===== src/rtl/conv_requant_act_if.sv =====
//----------------------------------------------------------------------------
// conv_requant_act_if
//
// Purpose : valid/ready stream bundle used for both the accumulator input
//           and the requantised output of conv_requant_act. One instance
//           carries one direction. W sets the data width.
//
// Signals :
//   valid  producer -> consumer  beat present on data
//   ready  consumer -> producer  beat taken when valid && ready
//   data   producer -> consumer  W-bit payload
//
// Modports:
//   master  producer side (drives valid/data, samples ready)
//   slave   consumer side (samples valid/data, drives ready)
//----------------------------------------------------------------------------
interface conv_requant_act_if #(
   parameter int W = 8
) ();

   logic         valid;
   logic         ready;
   logic [W-1:0] data;

   modport master (output valid, output data, input ready);
   modport slave  (input valid, input data, output ready);

endinterface : conv_requant_act_if


===== src/rtl/conv_requant_act.sv =====
//----------------------------------------------------------------------------
// conv_requant_act
//
// Purpose : three-stage requantisation and activation pipeline for CH lanes
//           of signed ACC_W-bit convolution accumulators. Per lane:
//             S1  a = (x >>> pre_shift) - offset           (ACC_W+1 bits)
//             S2  b = (a + round_bias) >>> post_shift      (ACC_W+2 bits)
//             S3  clamp to signed OUT_W, then activation
//           A saturating counter tallies lanes that hit the clamp.
//
// Ports   :
//   clk, rst          clock; asynchronous active-high reset
//   in_beat (slave)   CH*ACC_W-bit accumulator beats, lane i at [i*ACC_W +: ACC_W]
//   out_beat (master) CH*OUT_W-bit results, lane i at [i*OUT_W +: OUT_W]
//   cfg_we            config write strobe, honoured only when idle
//   cfg_pre_shift     arithmetic right shift applied first
//   cfg_offset        signed offset subtracted after the pre-shift
//   cfg_post_shift    arithmetic right shift after the offset
//   cfg_round         add half an LSB before the post-shift
//   cfg_mode          0/3 clamp, 1 ReLU, 2 ReLU capped at cfg_cap
//   cfg_cap           unsigned upper bound for mode 2
//   sat_clr           clears sat_cnt and cfg_err
//   busy              some stage holds a valid beat
//   sat_cnt           saturating count of clamped lanes on delivered beats
//   cfg_err           sticky: a config write was dropped
//----------------------------------------------------------------------------
module conv_requant_act #(
   parameter int ACC_W   = 20,
   parameter int OUT_W   = 8,
   parameter int CH      = 4,
   parameter int SHIFT_W = 5,
   parameter int CNT_W   = 16
) (
   input  logic                     clk,
   input  logic                     rst,
   conv_requant_act_if.slave        in_beat,
   conv_requant_act_if.master       out_beat,
   input  logic                     cfg_we,
   input  logic [SHIFT_W-1:0]       cfg_pre_shift,
   input  logic [ACC_W-1:0]         cfg_offset,
   input  logic [SHIFT_W-1:0]       cfg_post_shift,
   input  logic                     cfg_round,
   input  logic [1:0]               cfg_mode,
   input  logic [OUT_W-2:0]         cfg_cap,
   input  logic                     sat_clr,
   output logic                     busy,
   output logic [CNT_W-1:0]         sat_cnt,
   output logic                     cfg_err
);

   localparam int A1_W = ACC_W + 1;        // after offset subtract
   localparam int A2_W = ACC_W + 2;        // after rounding bias
   localparam int SN_W = $clog2(CH + 1);   // saturated lanes per beat

   // Clamp limits held at stage-2 width so comparisons stay signed.
   localparam logic signed [A2_W-1:0] SAT_HI = A2_W'((1 << (OUT_W - 1)) - 1);
   localparam logic signed [A2_W-1:0] SAT_LO = ~SAT_HI;

   typedef enum logic [1:0] {
      MODE_CLAMP     = 2'd0,
      MODE_RELU      = 2'd1,
      MODE_RELU_CAP  = 2'd2,
      MODE_CLAMP_ALT = 2'd3
   } act_mode_e;

   //-------------------------------------------------------------------------
   // Configuration
   //-------------------------------------------------------------------------
   logic [SHIFT_W-1:0] pre_shift_q;
   logic [ACC_W-1:0]   offset_q;
   logic [SHIFT_W-1:0] post_shift_q;
   logic               round_q;
   act_mode_e          mode_q;
   logic [OUT_W-2:0]   cap_q;

   logic               cfg_ok;

   // Writes are only safe with nothing in flight and nothing being offered,
   // so later stages may read the live registers without per-beat copies.
   assign cfg_ok = cfg_we && !busy && !in_beat.valid;

   // NOTE: sequential state is updated with non-blocking assignments so every
   // register samples pre-edge values regardless of process ordering.
   always_ff @(posedge clk or posedge rst) begin
      if (rst) begin
         pre_shift_q  <= SHIFT_W'(2);
         offset_q     <= ACC_W'(128);
         post_shift_q <= SHIFT_W'(5);
         round_q      <= 1'b0;
         mode_q       <= MODE_RELU;
         cap_q        <= '1;
      end else if (cfg_ok) begin
         pre_shift_q  <= cfg_pre_shift;
         offset_q     <= cfg_offset;
         post_shift_q <= cfg_post_shift;
         round_q      <= cfg_round;
         mode_q       <= act_mode_e'(cfg_mode);
         cap_q        <= cfg_cap;
      end
   end

   always_ff @(posedge clk or posedge rst) begin
      if (rst) begin
         cfg_err <= 1'b0;
      end else if (sat_clr) begin
         cfg_err <= 1'b0;
      end else if (cfg_we && !cfg_ok) begin
         cfg_err <= 1'b1;
      end
   end

   //-------------------------------------------------------------------------
   // Pipeline control: one global enable, bubbles keep their slots
   //-------------------------------------------------------------------------
   logic en;
   logic v1_q, v2_q, v3_q;

   assign en            = !out_beat.valid || out_beat.ready;
   assign in_beat.ready = en;
   assign out_beat.valid = v3_q;
   assign busy          = v1_q || v2_q || v3_q;

   always_ff @(posedge clk or posedge rst) begin
      if (rst) begin
         v1_q <= 1'b0;
         v2_q <= 1'b0;
         v3_q <= 1'b0;
      end else if (en) begin
         v1_q <= in_beat.valid;
         v2_q <= v1_q;
         v3_q <= v2_q;
      end
   end

   //-------------------------------------------------------------------------
   // S1: pre-shift and offset subtract
   //-------------------------------------------------------------------------
   logic signed [A1_W-1:0] s1_a_d [CH];
   logic signed [A1_W-1:0] s1_a_q [CH];
   logic signed [A1_W-1:0] offset_ext;

   assign offset_ext = $signed({offset_q[ACC_W-1], offset_q});

   // NOTE: combinational blocks use blocking assignments and give every
   // output a value on every path, so no latch can be inferred.
   always_comb begin
      for (int i = 0; i < CH; i++) begin
         s1_a_d[i] = '0;
      end
      for (int i = 0; i < CH; i++) begin
         // >>> on a signed operand sign-fills even for shifts past its width.
         s1_a_d[i] = ($signed({in_beat.data[i*ACC_W + ACC_W - 1],
                               in_beat.data[i*ACC_W +: ACC_W]}) >>> pre_shift_q)
                     - offset_ext;
      end
   end

   // NOTE: pure datapath registers carry no reset; their contents are
   // qualified by the valid bits, which are reset.
   always_ff @(posedge clk) begin
      if (en) begin
         s1_a_q <= s1_a_d;
      end
   end

   //-------------------------------------------------------------------------
   // S2: optional round-half-up bias and post-shift
   //-------------------------------------------------------------------------
   logic [A2_W-1:0]        rnd_add;
   logic signed [A2_W-1:0] s2_b_d [CH];
   logic signed [A2_W-1:0] s2_b_q [CH];

   always_comb begin
      rnd_add = '0;
      if (round_q && (post_shift_q != '0)) begin
         rnd_add = A2_W'(1) << (post_shift_q - 1'b1);
      end
   end

   always_comb begin
      for (int i = 0; i < CH; i++) begin
         s2_b_d[i] = '0;
      end
      for (int i = 0; i < CH; i++) begin
         s2_b_d[i] = ($signed({s1_a_q[i][A1_W-1], s1_a_q[i]}) + $signed(rnd_add))
                     >>> post_shift_q;
      end
   end

   always_ff @(posedge clk) begin
      if (en) begin
         s2_b_q <= s2_b_d;
      end
   end

   //-------------------------------------------------------------------------
   // S3: clamp, saturation flags, activation
   //-------------------------------------------------------------------------
   logic signed [OUT_W-1:0] lane_c   [CH];
   logic signed [OUT_W-1:0] lane_y   [CH];
   logic                    lane_sat [CH];
   logic signed [OUT_W-1:0] cap_ext;
   logic [CH*OUT_W-1:0]     out_d;
   logic [SN_W-1:0]         sat_n_d;

   logic [CH*OUT_W-1:0]     out_data_q;
   logic [SN_W-1:0]         sat_n_q;

   assign cap_ext = $signed({1'b0, cap_q});

   always_comb begin
      out_d   = '0;
      sat_n_d = '0;
      for (int i = 0; i < CH; i++) begin
         lane_c[i]   = '0;
         lane_y[i]   = '0;
         lane_sat[i] = 1'b0;
      end
      for (int i = 0; i < CH; i++) begin
         if (s2_b_q[i] > SAT_HI) begin
            lane_c[i]   = SAT_HI[OUT_W-1:0];
            lane_sat[i] = 1'b1;
         end else if (s2_b_q[i] < SAT_LO) begin
            lane_c[i]   = SAT_LO[OUT_W-1:0];
            lane_sat[i] = 1'b1;
         end else begin
            lane_c[i]   = s2_b_q[i][OUT_W-1:0];
         end

         // Activation limits are not saturation events; lane_sat is final.
         unique case (mode_q)
            MODE_RELU: begin
               lane_y[i] = (lane_c[i] < 0) ? '0 : lane_c[i];
            end
            MODE_RELU_CAP: begin
               if (lane_c[i] < 0) begin
                  lane_y[i] = '0;
               end else if (lane_c[i] > cap_ext) begin
                  lane_y[i] = cap_ext;
               end else begin
                  lane_y[i] = lane_c[i];
               end
            end
            MODE_CLAMP, MODE_CLAMP_ALT: begin
               lane_y[i] = lane_c[i];
            end
         endcase

         out_d[i*OUT_W +: OUT_W] = lane_y[i];
         sat_n_d = sat_n_d + SN_W'(lane_sat[i]);
      end
   end

   // Output stage is reset so out_data reads zero after reset.
   always_ff @(posedge clk or posedge rst) begin
      if (rst) begin
         out_data_q <= '0;
         sat_n_q    <= '0;
      end else if (en) begin
         out_data_q <= out_d;
         sat_n_q    <= sat_n_d;
      end
   end

   assign out_beat.data = out_data_q;

   //-------------------------------------------------------------------------
   // Saturation event counter (sticks at all-ones, clear wins)
   //-------------------------------------------------------------------------
   logic             fire;
   logic [CNT_W:0]   sat_sum;

   assign fire    = out_beat.valid && out_beat.ready;
   assign sat_sum = {1'b0, sat_cnt} + (CNT_W + 1)'(sat_n_q);

   always_ff @(posedge clk or posedge rst) begin
      if (rst) begin
         sat_cnt <= '0;
      end else if (sat_clr) begin
         sat_cnt <= '0;
      end else if (fire) begin
         sat_cnt <= sat_sum[CNT_W] ? '1 : sat_sum[CNT_W-1:0];
      end
   end

endmodule : conv_requant_act


===== src/flat_wrapper.sv =====
// flat-port wrapper written by rule: the top's interface ports become plain ports
module conv_requant_act_flat 
#(
   parameter int ACC_W   = 20,
   parameter int OUT_W   = 8,
   parameter int CH      = 4,
   parameter int SHIFT_W = 5,
   parameter int CNT_W   = 16
)
  (clk, rst, cfg_we, cfg_pre_shift, cfg_offset, cfg_post_shift, cfg_round, cfg_mode, cfg_cap, sat_clr, busy, sat_cnt, cfg_err, in_beat_valid, in_beat_data, in_beat_ready, out_beat_valid, out_beat_data, out_beat_ready);
  conv_requant_act_if #(.W(CH*ACC_W)) in_beat_i ();
  conv_requant_act_if #(.W(CH*OUT_W)) out_beat_i ();
  input  logic clk;
  input  logic rst;
  input  logic cfg_we;
  input  logic [SHIFT_W-1:0] cfg_pre_shift;
  input  logic [ACC_W-1:0] cfg_offset;
  input  logic [SHIFT_W-1:0] cfg_post_shift;
  input  logic cfg_round;
  input  logic [1:0] cfg_mode;
  input  logic [OUT_W-2:0] cfg_cap;
  input  logic sat_clr;
  output logic busy;
  output logic [CNT_W-1:0] sat_cnt;
  output logic cfg_err;
  input wire logic [$bits(in_beat_i.valid)-1:0] in_beat_valid;
  input wire logic [$bits(in_beat_i.data)-1:0] in_beat_data;
  output wire logic [$bits(in_beat_i.ready)-1:0] in_beat_ready;
  output wire logic [$bits(out_beat_i.valid)-1:0] out_beat_valid;
  output wire logic [$bits(out_beat_i.data)-1:0] out_beat_data;
  input wire logic [$bits(out_beat_i.ready)-1:0] out_beat_ready;
  assign in_beat_i.valid = in_beat_valid;
  assign in_beat_i.data = in_beat_data;
  assign in_beat_ready = in_beat_i.ready;
  assign out_beat_valid = out_beat_i.valid;
  assign out_beat_data = out_beat_i.data;
  assign out_beat_i.ready = out_beat_ready;
  conv_requant_act #(.ACC_W(ACC_W), .OUT_W(OUT_W), .CH(CH), .SHIFT_W(SHIFT_W), .CNT_W(CNT_W)) u_core (.clk(clk), .rst(rst), .in_beat(in_beat_i), .out_beat(out_beat_i), .cfg_we(cfg_we), .cfg_pre_shift(cfg_pre_shift), .cfg_offset(cfg_offset), .cfg_post_shift(cfg_post_shift), .cfg_round(cfg_round), .cfg_mode(cfg_mode), .cfg_cap(cfg_cap), .sat_clr(sat_clr), .busy(busy), .sat_cnt(sat_cnt), .cfg_err(cfg_err));
endmodule

===== config.mk =====
export PLATFORM = sky130hd
export DESIGN_NAME = conv_requant_act_flat
export DESIGN_NICKNAME = d
export VERILOG_FILES = /design/src/rtl/conv_requant_act_if.sv /design/src/rtl/conv_requant_act.sv /design/src/flat_wrapper.sv
export SDC_FILE = /design/constraint.sdc
export NUM_CORES = 1
export LEC_CHECK = 0
export BUFFER_PORTS_ARGS = -buffer_cell sky130_fd_sc_hd__buf_2
export CAP_MARGIN = 20
export CORE_AREA = 5 5 257 259
export DETAILED_ROUTE_END_ITERATION = 8
export DIE_AREA = 0 0 262 264
export GPL_TIMING_DRIVEN = 1
export HOLD_SLACK_MARGIN = 0.02
export PLACE_DENSITY = 0.65
export SYNTH_ARGS = -nofsm -noshare
export SYNTH_HDL_FRONTEND = slang
export SYNTH_SLANG_ARGS = --single-unit

===== constraint.sdc =====
create_clock -name clk -period 6 [get_ports clk]
set_input_delay 0.3 -clock clk [delete_from_list [all_inputs] [get_ports clk]]
set_output_delay 0.3 -clock clk [all_outputs]
set_load 0.01 [all_outputs]

## Word level (Yosys, flattened, before mapping)

Index checks and enable logic that the tools add are counted.
Widths: inputs -> output; s select.

- Bits in registers: 267
- Logic and storage cells: 117

- Multiplexer cells: 38
- Shift operators: 9
- Reduce and logical (&&, ||, !) cells: 17
- Order comparisons: 16
- Add/subtract/negate cells: 13
- Equality and inequality tests: 3

Operators by type and width:

| operator | count |
|---|---|
| $mux 8 | 20 |
| $pmux 8 s3 | 4 |
| $add 21x22->22 | 4 |
| $gt 22x8->1 const B | 4 |
| $lt 22x8->1 const B | 4 |
| $sshr 22x5->22 | 4 |
| $sshr 20x5->21 | 4 |
| $sub 21x20->21 | 4 |
| $mux 16 | 3 |
| $gt 8x8->1 | 4 |
| $lt 8x1->1 const B | 4 |
| $mux 22 | 1 |
| $shl 1x5->22 const A | 1 |
| $add 16x3->17 | 1 |
| $mux 1 | 10 |
| $add 3x1->3 | 2 |
| $logic_and 1x1->1 | 5 |
| $reduce_bool 5->1 | 1 |
| $sub 5x1->5 const B | 1 |
| $eq 2x2->1 const B | 2 |
| $logic_not 1->1 | 4 |
| $reduce_bool 2->1 | 2 |
| $logic_or 1x1->1 | 3 |
| $add 1x1->2 | 1 |
| 3 further kinds | 3 |

## Logic depth before layout (Yosys ltp)

- Word-level depth: 9
- Depth in mapped cells: 22
- Gate-level depth less buffers: 19

## Worst setup path before layout

OpenSTA, ideal clock, no wires.

- Path kind: reg2reg
- Start point: register u_core.v3_q, in the netlist u_core.out_beat.valid
- End point: register u_core.sat_n_q[1]
- Path buffers: 2
- Data arrival time: 6.019 ns
- Data required time: 5.613 ns
- Cell stages (with the launch flop): 6
- Path slack: -0.406 ns
- Setup time: 0.387 ns
- Path through: dfrtp_1 > nor2b_1 > clkbuf_1 > clkinv_1 > clkbuf_1 > o21ai_0

- Longest elaborated chain between the ends: 2

Ends and longest elaborated chain:

| element | line | RTL |
|---|---|---|
| from (decl) | conv_requant_act.sv:116 | `logic v1_q, v2_q, v3_q;` |
| from (signal assigned) | conv_requant_act.sv:131 | `v3_q <= v2_q;` |
| $logic_not 1->1 | conv_requant_act.sv:118 | `assign en = !out_beat.valid \|\| out_beat.ready;` |
| $logic_or 1x1->1 | conv_requant_act.sv:118 |  |
| via in_beat_ready | flat_wrapper.sv:28 | `output wire logic [$bits(in_beat_i.ready)-1:0] in_beat_ready;` |
| to (signal assigned) | conv_requant_act.sv:261 | `sat_n_q <= sat_n_d;` |
| to (decl) | conv_requant_act.sv:207 | `logic [SN_W-1:0] sat_n_q;` |

The timed path passes the listed nets, and every way through them passes these cells.
A chain may end at the register's enable or synchronous reset.

==> results.rst <==
.. list-table::
   :header-rows: 1

   * - Metric
     - Value
   * - Outcome
     - completed
   * - Number of search-and-repair iterations in the first detailed-routing pass
     - 6
   * - Die Width
     - 262 um
   * - Top achievable clock speed
     - between 150 and 200 MHz
   * - Total setup violations reported at the end of the flow
     - 0
   * - Antenna violations before repair
     - 4
   * - Worst hold path class
     - primary input to flip-flop
   * - Clk Tree Root Cell
     - clkbuf_16
   * - Vias post-DR
     - between 20k and 30k
   * - List of most frequent post-synthesis cells
     - nand2_1 (332), nor2_1 (328), a21oi_1 (251)
   * - Synth Flop Type
     - edfxtp_1
   * - DRC marker count from the first detailed-route iteration
     - approximately 2.7k
   * - Area of the core
     - between 0.06 and 0.07 mm^2
   * - Fraction of final layout cells with drive strength greater than 1
     - 0.1545
   * - Number of cells produced by synthesis
     - approximately 3.2k
   * - Count of input and output buffers
     - between 150 and 200
   * - Count of cell types in the netlist
     - 100
   * - Clock tree from TritonCTS
     - yes
   * - Global-route wire length before repair
     - 143300 um
   * - Met2 demand-to-capacity share in global routing
     - 0.4277
   * - Clock transition at the registers of the reported paths
     - 0.07 ns
   * - Minimum clock period
     - 5.475 ns
   * - Detailed-route vias per instance
     - 6.083
   * - Crit-path max FO
     - 57
   * - Critical setup path kind
     - flip-flop to flip-flop
   * - Pins Over Slew Limit
     - 0
   * - Total GRT Usage
     - 0.2625
   * - Vertical die dimension
     - roughly 260 um
   * - Register area share after synthesis
     - 0.2801
   * - Crit. End Element
     - flip-flop
   * - Area leader, netlist
     - edfxtp_1
   * - Setup skew after layout
     - 0.03568 ns
   * - DIE AREA
     - 0.06917 mm^2
   * - Slew of the pin with the lowest slew margin
     - 1.216 ns
   * - Total clock sinks
     - ~270
   * - Largest net degree at the start of global routing
     - 93
   * - Layout area overhead
     - 12.61%
   * - Clock buffers created by TritonCTS
     - 35
   * - Number of antenna cells inserted
     - 0
   * - GR Util met3
     - 0.03221
   * - Final count of hold timing violations
     - 0
   * - Area contributors post-synth
     - edfxtp_1 (19%), ha_1 (9.2%), dfrtp_1 (7.7%)
   * - Register bit count reported by yosys
     - about 270
   * - Per-cell routed wire length
     - between 20 and 25 um
   * - Insertion delay to the later sink of the worst-skew pair
     - approximately 0.56 ns
   * - Mapped cell area
     - 0.02698 mm^2
   * - Unrepaired setup endpoints after global routing
     - false
   * - Post-synthesis net count
     - 3486
   * - Final antenna-violating net count
     - 0
   * - Relative max-transition margin
     - 0.1865
   * - Routability cong.
     - 0.9907
   * - Most used standard cell by instance count after synthesis
     - nand2_1
   * - Busiest layer in global routing
     - met2
   * - Async S/R FF share, synth
     - 0.3558
   * - Synthesized area per cell
     - 8.562 um^2
   * - Total congestion overflow
     - 0
   * - Total wire length
     - 94130 um
   * - Number of gates given a new drive strength after cts
     - 0
   * - Htree depth
     - 2
   * - Met1 Usage GRT
     - 0.3447
   * - Largest buffer count on any clock path
     - 3
   * - Number of synthesized flops with an enable pin
     - 172
   * - Count of boundary I/O pins
     - 178
   * - Count of standard-cell rows
     - 93
   * - Startpoint class of the critical path
     - flip-flop
   * - HPWL after DPL
     - 73400 um
   * - Share of the synthesized area in the top cell type
     - 0.1914
   * - Setup total negative slack
     - 0 ns
   * - Final clock period utilization by the worst path
     - 0.9126
   * - Required time worst endpoint
     - 6.29 ns
   * - Initial Utilization
     - 0.4239
   * - Layout net count
     - 3635
   * - Post-CTS setup repair buffer count
     - 0
   * - Number of warnings printed during yosys synthesis
     - 0
   * - Number of violations of the max-capacitance limit
     - 0
   * - Via count of the first global-routing pass
     - between 20k and 25k
   * - DR DRC count
     - 0
   * - Signal arrival time at the worst endpoint
     - approximately 5.8 ns
-- cells in the final DEF, fill, tap and decap left out, types with 74 or more instances in the layout --
master	instances
nand2_1	332
nor2_1	326
a21oi_1	251
ha_1	199
o21ai_0	190
buf_2	177
edfxtp_1	172
mux2i_1	163
xnor2_1	104
inv_1	94
mux2_2	91
dfrtp_1	79
nor3_1	74
-- worst max-delay path: stages, from the launching register on --
cell and delay (ns):
dfstp_4 1.09, buf_4 0.34, mux2_2 0.37, o21ai_0 0.28, o21ai_0 0.17, o211ai_1 0.19, o21a_1 0.21, inv_1 0.06
ha_1 0.26, nor2b_1 0.12, o21ai_0 0.12, a21boi_0 0.26, o21ai_0 0.25, a211oi_1 0.39, nor2_1 0.14, a2111oi_0 0.55
nor2_1 0.12, a21oi_1 0.18, xor2_1 0.10
-- layout make-up --
cell class / count / area [um^2]
Tap cell: 855 / 1070
Multi-Input combinational cell: 2607 / 18380
Timing Repair Buffer: 284 / 1802
Inverter: 105 / 401.6
Fill cell: 6205 / 33270
Sequential cell: 267 / 7566
Clock buffer: 41 / 908.4
Clock inverter: 22 / 251.5
-- layer usage --
metal / vias up / wire (um)
li1: 12130 / -
met1: 11940 / 39110
met2: 1073 / 43190
met3: 281 / 6209
met4: 8 / 5564
met5: - / 56
-- logic make-up after synthesis --
logic type	after synthesis	synth area share
compound gates	957	0.2394
buf+inv	277	0.03882
xor+xnor	141	0.04661
flops	267	0.2801
simple gates	1013	0.1697
mux	287	0.1256
fa+ha+maj	209	0.09971
-- final timing paths --
check / from / end / slack (ns) / cells after the start
worst max-delay path: u_core.pre_shift_q[1]$_DFFE_PP1P_ / u_core.s1_a_q[61]$_DFFE_PP_ / 0.52 / 18
worst min-delay path: cfg_post_shift[0] / u_core.post_shift_q[0]$_DFFE_PP1P_ / 0.06 / 2
worst max register to register: u_core.pre_shift_q[1]$_DFFE_PP1P_ / u_core.s1_a_q[61]$_DFFE_PP_ / 0.52 / 18
worst min register to register: u_core.out_beat.data[31]$_DFFE_PP0P_ / u_core.out_beat.data[31]$_DFFE_PP0P_ / 0.47 / 2
max in group asynchronous: rst / u_core.post_shift_q[1]$_DFFE_PP0P_ / 4.40 / 4
min in group asynchronous: rst / u_core.offset_q[6]$_DFFE_PP0P_ / 0.36 / 3
-- metrics by stage --
stage	cells	hold slack (ns)	area, um^2	util	setup slack [ns]
floorplan	3151	0.4125	26980	-	0.9685
global placement	4078	0.3907	28820	0.4528	0.7318
detailed placement	4078	0.3917	28820	0.4528	0.6218
CTS	4181	0.03083	30380	0.4773	0.6057
global route	4181	0.04862	30380	0.4773	0.1633
finish	4181	0.06298	30380	0.4773	0.5246
-- flip-flops by register name, indices dropped and copies added (netlist names) --
signal,flops
u_core.s1_a_q,84
u_core.cfg_err,1
u_core.v1_q,1
u_core.out_beat.valid,1
u_core.sat_n_q,3
u_core.post_shift_q,5
u_core.v2_q,1
u_core.offset_q,20
u_core.pre_shift_q,5
u_core.out_beat.data,32
u_core.round_q,1
u_core.s2_b_q,88
u_core.cap_q,7
u_core.mode_q,2
u_core.sat_cnt,16
-- timing repair --
| action | in CTS | in global routing |
|---|---|---|
| endpoints found under the hold margin | 73 | 0 |
| setup endpoints to repair | 0 | 0 |
| hold buffers | 40 | 0 |
Power is left out: the tool's default activity adds up to more than one toggle a clock period on the data nets, which glitch-free logic cannot reach.
